### src/rtl/clock_div_gen.sv
// clock_div_gen: multi-channel programmable clock divider / clock-enable generator.
// Each channel counts 0..D-1 and drives a registered divided clock (high for
// ceil(D/2) cycles) plus a one-cycle enable that coincides with its rising edge.
// Divisor writes are staged per channel and applied at the next period wrap.
// Optional macro PHASE_ALIGN_EN adds sync_in, which restarts all enabled
// channels on the same edge.

module clock_div_ch #(
  parameter int DIV_W     = 16,
  parameter int DIV_RESET = 2
) (
  input  logic             clk,
  input  logic             rst_n,
  input  logic             en,
  input  logic             sync,
  input  logic             wr,
  input  logic [DIV_W-1:0] wr_div,
  output logic             pend,
  output logic             clk_o,
  output logic             ce_o
);

  logic [DIV_W-1:0] cnt, d, pdiv;
  logic [DIV_W-1:0] d_eff, cnt_nxt;
  logic [DIV_W:0]   half;
  logic             wrap, restart, apply;

  // Next count and the divisor the coming edge must honour; a pending divisor
  // is folded in on the restart edge so the first new period is never a runt.
  always_comb begin
    wrap    = (cnt == d - DIV_W'(1));
    restart = wrap || sync;
    apply   = pend && restart;
    d_eff   = apply ? pdiv : d;
    cnt_nxt = restart ? '0 : cnt + DIV_W'(1);
    half    = ({1'b0, d_eff} + (DIV_W+1)'(1)) >> 1;
  end

  // Counter, active/pending divisor and registered outputs.
  always_ff @(posedge clk or negedge rst_n) begin
    if (!rst_n) begin
      cnt   <= '0;
      d     <= DIV_W'(DIV_RESET);
      pdiv  <= DIV_W'(DIV_RESET);
      pend  <= 1'b0;
      clk_o <= 1'b0;
      ce_o  <= 1'b0;
    end else begin
      if (!en) begin
        cnt   <= '0;
        clk_o <= 1'b0;
        ce_o  <= 1'b0;
        // Idle channel has no period to protect: take the new divisor now.
        if (pend) begin
          d    <= pdiv;
          pend <= 1'b0;
        end
      end else begin
        cnt   <= cnt_nxt;
        clk_o <= ({1'b0, cnt_nxt} < half);
        ce_o  <= (cnt_nxt == '0);
        if (apply) begin
          d    <= pdiv;
          pend <= 1'b0;
        end
      end
      // Writes only arrive while pend is low, so they never race an apply.
      if (wr) begin
        pdiv <= wr_div;
        pend <= 1'b1;
      end
    end
  end

endmodule

module clock_div_gen #(
  parameter int NUM_CH    = 2,
  parameter int DIV_W     = 16,
  parameter int DIV_RESET = 2,
  parameter int CH_W      = 3
) (
  input  logic              CLOCK_50,
  input  logic              RESET_N,
  input  logic [NUM_CH-1:0] enable,
  input  logic              cfg_valid,
  output logic              cfg_ready,
  input  logic [CH_W-1:0]   cfg_ch,
  input  logic [DIV_W-1:0]  cfg_div,
`ifdef PHASE_ALIGN_EN
  input  logic              sync_in,
`endif
  output logic [NUM_CH-1:0] clk_out,
  output logic [NUM_CH-1:0] ce_out
);

  logic [NUM_CH-1:0]    pend, wr;
  logic [2**CH_W-1:0]   pend_ext;
  logic [DIV_W-1:0]     div_c;
  logic                 sync;

`ifdef PHASE_ALIGN_EN
  assign sync = sync_in;
`else
  assign sync = 1'b0;
`endif

  // Divisors below 2 cannot form a period; store them as 2.
  assign div_c = (cfg_div < DIV_W'(2)) ? DIV_W'(2) : cfg_div;

  // Ready per addressed channel; unimplemented channel numbers always accept
  // (and drop) the write because their pending bit reads as 0.
  always_comb begin
    pend_ext = '0;
    for (int i = 0; i < NUM_CH; i++) pend_ext[i] = pend[i];
    cfg_ready = !pend_ext[cfg_ch];
  end

  // Decode an accepted write to its channel.
  always_comb begin
    wr = '0;
    for (int i = 0; i < NUM_CH; i++)
      wr[i] = cfg_valid && cfg_ready && (cfg_ch == CH_W'(i));
  end

  for (genvar g = 0; g < NUM_CH; g++) begin : g_ch
    clock_div_ch #(
      .DIV_W    (DIV_W),
      .DIV_RESET(DIV_RESET)
    ) u_ch (
      .clk   (CLOCK_50),
      .rst_n (RESET_N),
      .en    (enable[g]),
      .sync  (sync),
      .wr    (wr[g]),
      .wr_div(div_c),
      .pend  (pend[g]),
      .clk_o (clk_out[g]),
      .ce_o  (ce_out[g])
    );
  end

endmodule

### config.mk
export PLATFORM = sky130hd
export DESIGN_NAME = clock_div_gen
export DESIGN_NICKNAME = d
export VERILOG_FILES = /design/src/rtl/clock_div_gen.sv
export SDC_FILE = /design/constraint.sdc
export NUM_CORES = 1
export LEC_CHECK = 0
export ABC_AREA = 1
export ABC_CLOCK_PERIOD_IN_PS = 10700
export BUFFER_PORTS_ARGS = -buffer_cell sky130_fd_sc_hd__buf_4
export CORE_MARGIN = 2
export CORE_UTILIZATION = 39
export DETAILED_ROUTE_END_ITERATION = 10
export PLACE_DENSITY_LB_ADDON = 0.25
export SKIP_CTS_REPAIR_TIMING = 1
export SYNTH_ARGS = -nofsm -noshare
export SYNTH_HDL_FRONTEND = slang
export SYNTH_SLANG_ARGS = --single-unit
### constraint.sdc
create_clock -name CLOCK_50 -period 10.7 [get_ports CLOCK_50]
set_input_delay 2.14 -clock CLOCK_50 [delete_from_list [all_inputs] [get_ports CLOCK_50]]
set_output_delay 2.14 -clock CLOCK_50 [all_outputs]
set_load 0.01 [all_outputs]
After elaboration in Yosys (flattened, before gate mapping)

Index checks and enable logic that the tools add are counted.

Register bits: 102
Bits of input ports: 24
Output and inout port bits: 5
Word-level logic and storage cells: 61

Add/sub/neg operators: 6
Magnitude comparators: 4
Eq/ne operators: 5
Muxes and demuxes: 23
Reduce and logical (&&, ||, !) cells: 11

Operators by type and width:

| cell                                                | number |
|---|---|
| 2-to-1 mux 16 bit                                   | 11 |
| adder 16 x 1 -> 17 bit, second input constant       | 2 |
| adder 16 x 1 -> 16 bit, second input constant       | 2 |
| equality test 16 bit                                | 2 |
| logical NOT 16 bit                                  | 2 |
| < comparator 16 bit                                 | 2 |
| subtractor 16 x 1 -> 16 bit, second input constant  | 2 |
| < comparator 16 x 2 -> 1 bit, second input constant | 1 |
| 2-to-1 mux 1 bit                                    | 11 |
| != test 3 x 1 -> 1 bit, second input constant       | 2 |
| logical AND 1 bit                                   | 5 |
| < comparator 3 x 4 -> 1 bit, second input constant  | 1 |
| nonzero test 2 bit                                  | 2 |
| binary-select mux 1 bit (select 3 bit)              | 1 |
| equality test 3 x 1 -> 1 bit, second input constant | 1 |
| logical NOT 3 bit                                   | 1 |
| logical NOT 1 bit                                   | 1 |

Logic depth before layout (Yosys ltp)

Depth in word-level cells: 7
Gate-level depth with buffers: 29
Depth with buffers taken out: 28

Hierarchy

Synthesis repeated with hierarchy kept, for this count alone.

Cells, all modules: 1301
Area, all modules: 8410.6 µm²

By module, submodules not included:

| module        | times used | cells an instance | area an instance (µm²) | seq. area each (µm²) |
|---|---|---|---|---|
| clock_div_ch  | 2          | 627               | 4107.7                 | 1278.7 |
| clock_div_gen | 1          | 47                | 195.2                  | 0.0 |

Least setup slack after synthesis

No wires, ideal clock.

Path kind: in2out
Start: input port cfg_ch[0]
End: output port cfg_ready
Data arrival time: 2579 ps
Required time: 8560 ps
Setup slack: 5981 ps
Stages: 2
Buffers on the path: 0
Cells stage by stage: nor3b_1 -> a22oi_1

Longest elaborated chain between the ends: 3

RTL lines:

| element                                | RTL line | source |
|---|---|---|
| start: declaration                     | 88       | `input logic [CH_W-1:0] cfg_ch,` |
| binary-select mux 1 bit (select 3 bit) | 116      | `cfg_ready = !pend_ext[cfg_ch];` |
| 2-to-1 mux 1 bit (not written as such) | 116      |  |
| logical NOT 1 bit                      | 116      |  |
| end: declaration                       | 87       | `output logic cfg_ready,` |

Every way passes these cells. The select of a mux whose other input is x is not followed.

Worst setup path after layout

Same ends and word-level chain as after synthesis.

==> results.md <==
- Outcome: completed
- Clock Path Buffers: 2
- Reg2reg setup slack: 5870 ps
- Initial Util: 40.09%
- Max_slew headroom: 28.86%
- Initial DRC count: 694
- Worst-path cell chain: buf_4 > nor3_1 > a22oi_1 > buf_4
- CTS Root Cell: clkbuf_16
- Fin crit period: 4999 ps
- Worst path required time: 8560 ps
- Die Y: 148.7 um
- Hold worst-path end: g_ch[1].u_ch.pdiv[7]
- Post-synth top flop: dfrtp_1
- R2R Path End: g_ch[0].u_ch.clk_o
- N_diodes: 0
- Antenna Nets Post-Route: 0
- Clock tree sinks: 102
- HP Start: g_ch[1].u_ch.pdiv[7]
- Worst-Margin Slew: 1064 ps
- Area Overhead vs Synth: 8.812%
- H-tree levels: 3
- Mean post-synth cell area: 6.798 um^2
- Critical Path Start: cfg_ch[0]
- Data arrival, critical path: 2860 ps
- Overall Global Routing Usage: 21.65%
- CP max-delay cell: nor3_1
- FF+latch count, synth: 102
- Via Count: 7558
- Asr flop ratio synth: 100.0%
- Worst min path class: reg2reg
- Fin crit share: 46.72%
- R2R depth: 22
- Fill count: 2135
- PD cells: 147.0 mW/mm^2
- Buf/Inv on CP: 2
- Slowest cell delay on critical path: 240 ps
- Post-synth top area share: 30.04%
- Synth cell types: 46
- HPWL after DPL: 17920 um
- GRT overflow: 0
- CP Max Fanout: 3
- Multi-input logic area: 0.004816 mm^2
- DRC: 0
- Top cells by count, synth: 333 x nand2_1, 157 x inv_1, 143 x nor2_1
- Die Area: 0.02211 mm^2
- Initial antenna violation count: 0
- Delay-heaviest family, CP: buffers and inverters
- I/O Buffers: 28
- Synth warnings: 0
- Clk_lat worst skew: 380 ps
- Number of global-route vias before repair: 7034
- Clk slew on worst S/H paths: 90 ps
- Setup TNS: 0 ps
- Max Transition Viols Final: 0
- Max Clock Skew: 12.50 ps
- # IOs: 29
- CTS tree: yes
- Critical path startpoint category: input port
- Crit path kind: in2out
- RR Startpoint: g_ch[0].u_ch.d[1]
- First-pass GRT wire length: 37330 um
- Largest net degree at the start of global routing: 62
- Share of layout cells above drive strength 1: 9.638%
- Final hold slack: 490.5 ps
- CP most frequent cell: buf_4
- Net count after synthesis: 1261
- Number of detailed-route iterations in the first pass: 5
- RSZ-0062 raised after global routing: no
- Num CTS Buffers: 9
- Worst Hold Depth: 2
- Die span in x: 148.7 um
- RD Place Congestion: 0.9495
- Max IR drop VDD: 0.09168 mV
- Wirelength per Cell: 15.37 um
- Top cells by area, synth: dfrtp_1 30%, nand2_1 15%, inv_1 7.2%
- Hold Violations, Final: 0
- Final layout net count: 1269
- Site Rows: 52
- Setup violations, final: 0
- Register area share after synthesis: 31.33%
- Mapped Cells: 1201
- Leak Pwr: 0.004589 uW
- Max_cap viols: 0
- Storage cell area: 0.002557 mm^2
- Total Routed Length: 22810 um
- CORE AREA: 0.02036 mm^2
- Crit. End Element: output port
- Fmax: 200.0 MHz
- Post-synthesis cell area: 0.008164 mm^2
- Vias/cell: 5.093
- Most numerous cell in the Yosys netlist: nand2_1
- EDFF count, synth: 0
- Yosys top cell by area: dfrtp_1
[cells in the final DEF, fill, tap and decap left out, drive strengths merged]
cell type    n
a211oi       6
or2          2
nor3        22
clkbuf       9
xor2        43
and2         1
o221ai      17
nand3b       5
nor4         6
nand4       31
o31ai        2
xnor2       20
ha          36
a41oi        1
xnor3        1
clkinv       3
inv        168
nand2      339
a21o         1
o21bai       1
buf         32
o21ai       85
nor2       173
dfstp        4
a22oi        1
o22ai       13
nor3b        2
dfrtp       98
o21a         1
a21oi       26
nand3       65
[per-stage QoR]
step / instances / util [%] / instance area (um^2) / worst slack (ps) / total power [uW]
after floorplan: 1201 / - / 8164 / 5981 / 826.5
after global placement: 1468 / 42.07 / 8567 / 5726 / 947.3
after detailed placement: 1468 / 42.07 / 8567 / 5709 / 953.3
after CTS: 1484 / 43.62 / 8884 / 5703 / 1312
after global routing: 1484 / 43.62 / 8884 / 5364 / 1397
final: 1484 / 43.62 / 8884 / 5701 / 1306
[worst max path at each step]
stage | end | slack (ps) | cells after the start
floorplan | cfg_ready | 5980 | 2
global placement | cfg_ready | 5730 | 4
detailed placement | cfg_ready | 5710 | 4
CTS | cfg_ready | 5700 | 4
global route | g_ch[0].u_ch.clk_o | 5360 | 25
finish | cfg_ready | 5700 | 4
[registers in the layout (all words and copies together), names as in the netlist]
| signal | cells |
|---|---|
| g_ch.u_ch.pdiv | 32 |
| g_ch.u_ch.clk_o | 2 |
| g_ch.u_ch.d | 32 |
| g_ch.u_ch.cnt | 32 |
| g_ch.u_ch.pend | 2 |
| g_ch.u_ch.ce_o | 2 |
[area by class of cell]
cell class | instances | share of cell area (%)
multi-input cells | 900 | 54.21
flip-flops and latches | 102 | 28.79
inverters | 164 | 6.930
well taps | 270 | 3.803
repair buffers | 32 | 2.704
clock buffers | 9 | 2.535
clock inverters | 7 | 1.028
[routing by layer]
metal / up-vias / GRT usage, % / routed length, um
met5: - / 0 / 0
met4: 0 / 5.476 / 278
met3: 19 / 2.730 / 1183
met2: 192 / 32.96 / 9880
met1: 3457 / 32.52 / 11470
li1: 3890 / - / -
[report_power, final]
group	internal, uW	switching (uW)	total, uW
Combinational	158	285	443
Clock	171	185	356
Sequential	439	67.9	507
Total	768	537	1310
[cells by family after synthesis]
group | synth area share [%]
flip-flops | 31.33
adder cells (fa/ha/maj) | 5.517
buffers and inverters | 9.686
AO/OA/AOI/OAI | 11.66
AND/OR/NAND/NOR | 34.68
XOR/XNOR | 7.126
[worst register-to-register path: stages (launching register included)]
cell	delay, ps
dfstp_2	550
inv_1	60
ha_1	280
xnor2_1	120
nor2_1	110
nand3_1	130
nor2_1	150
inv_1	70
nor2_2	160
nand4_2	710
o21ai_1	590
ha_1	250
nand2_1	110
nor2_1	180
nand2_1	110
o21ai_1	130
nand2_1	60
ha_1	290
a21oi_1	130
nor2_1	50
a211oi_1	250
o221ai_1	160
a21oi_1	120
(Power assumes the default switching activity.)
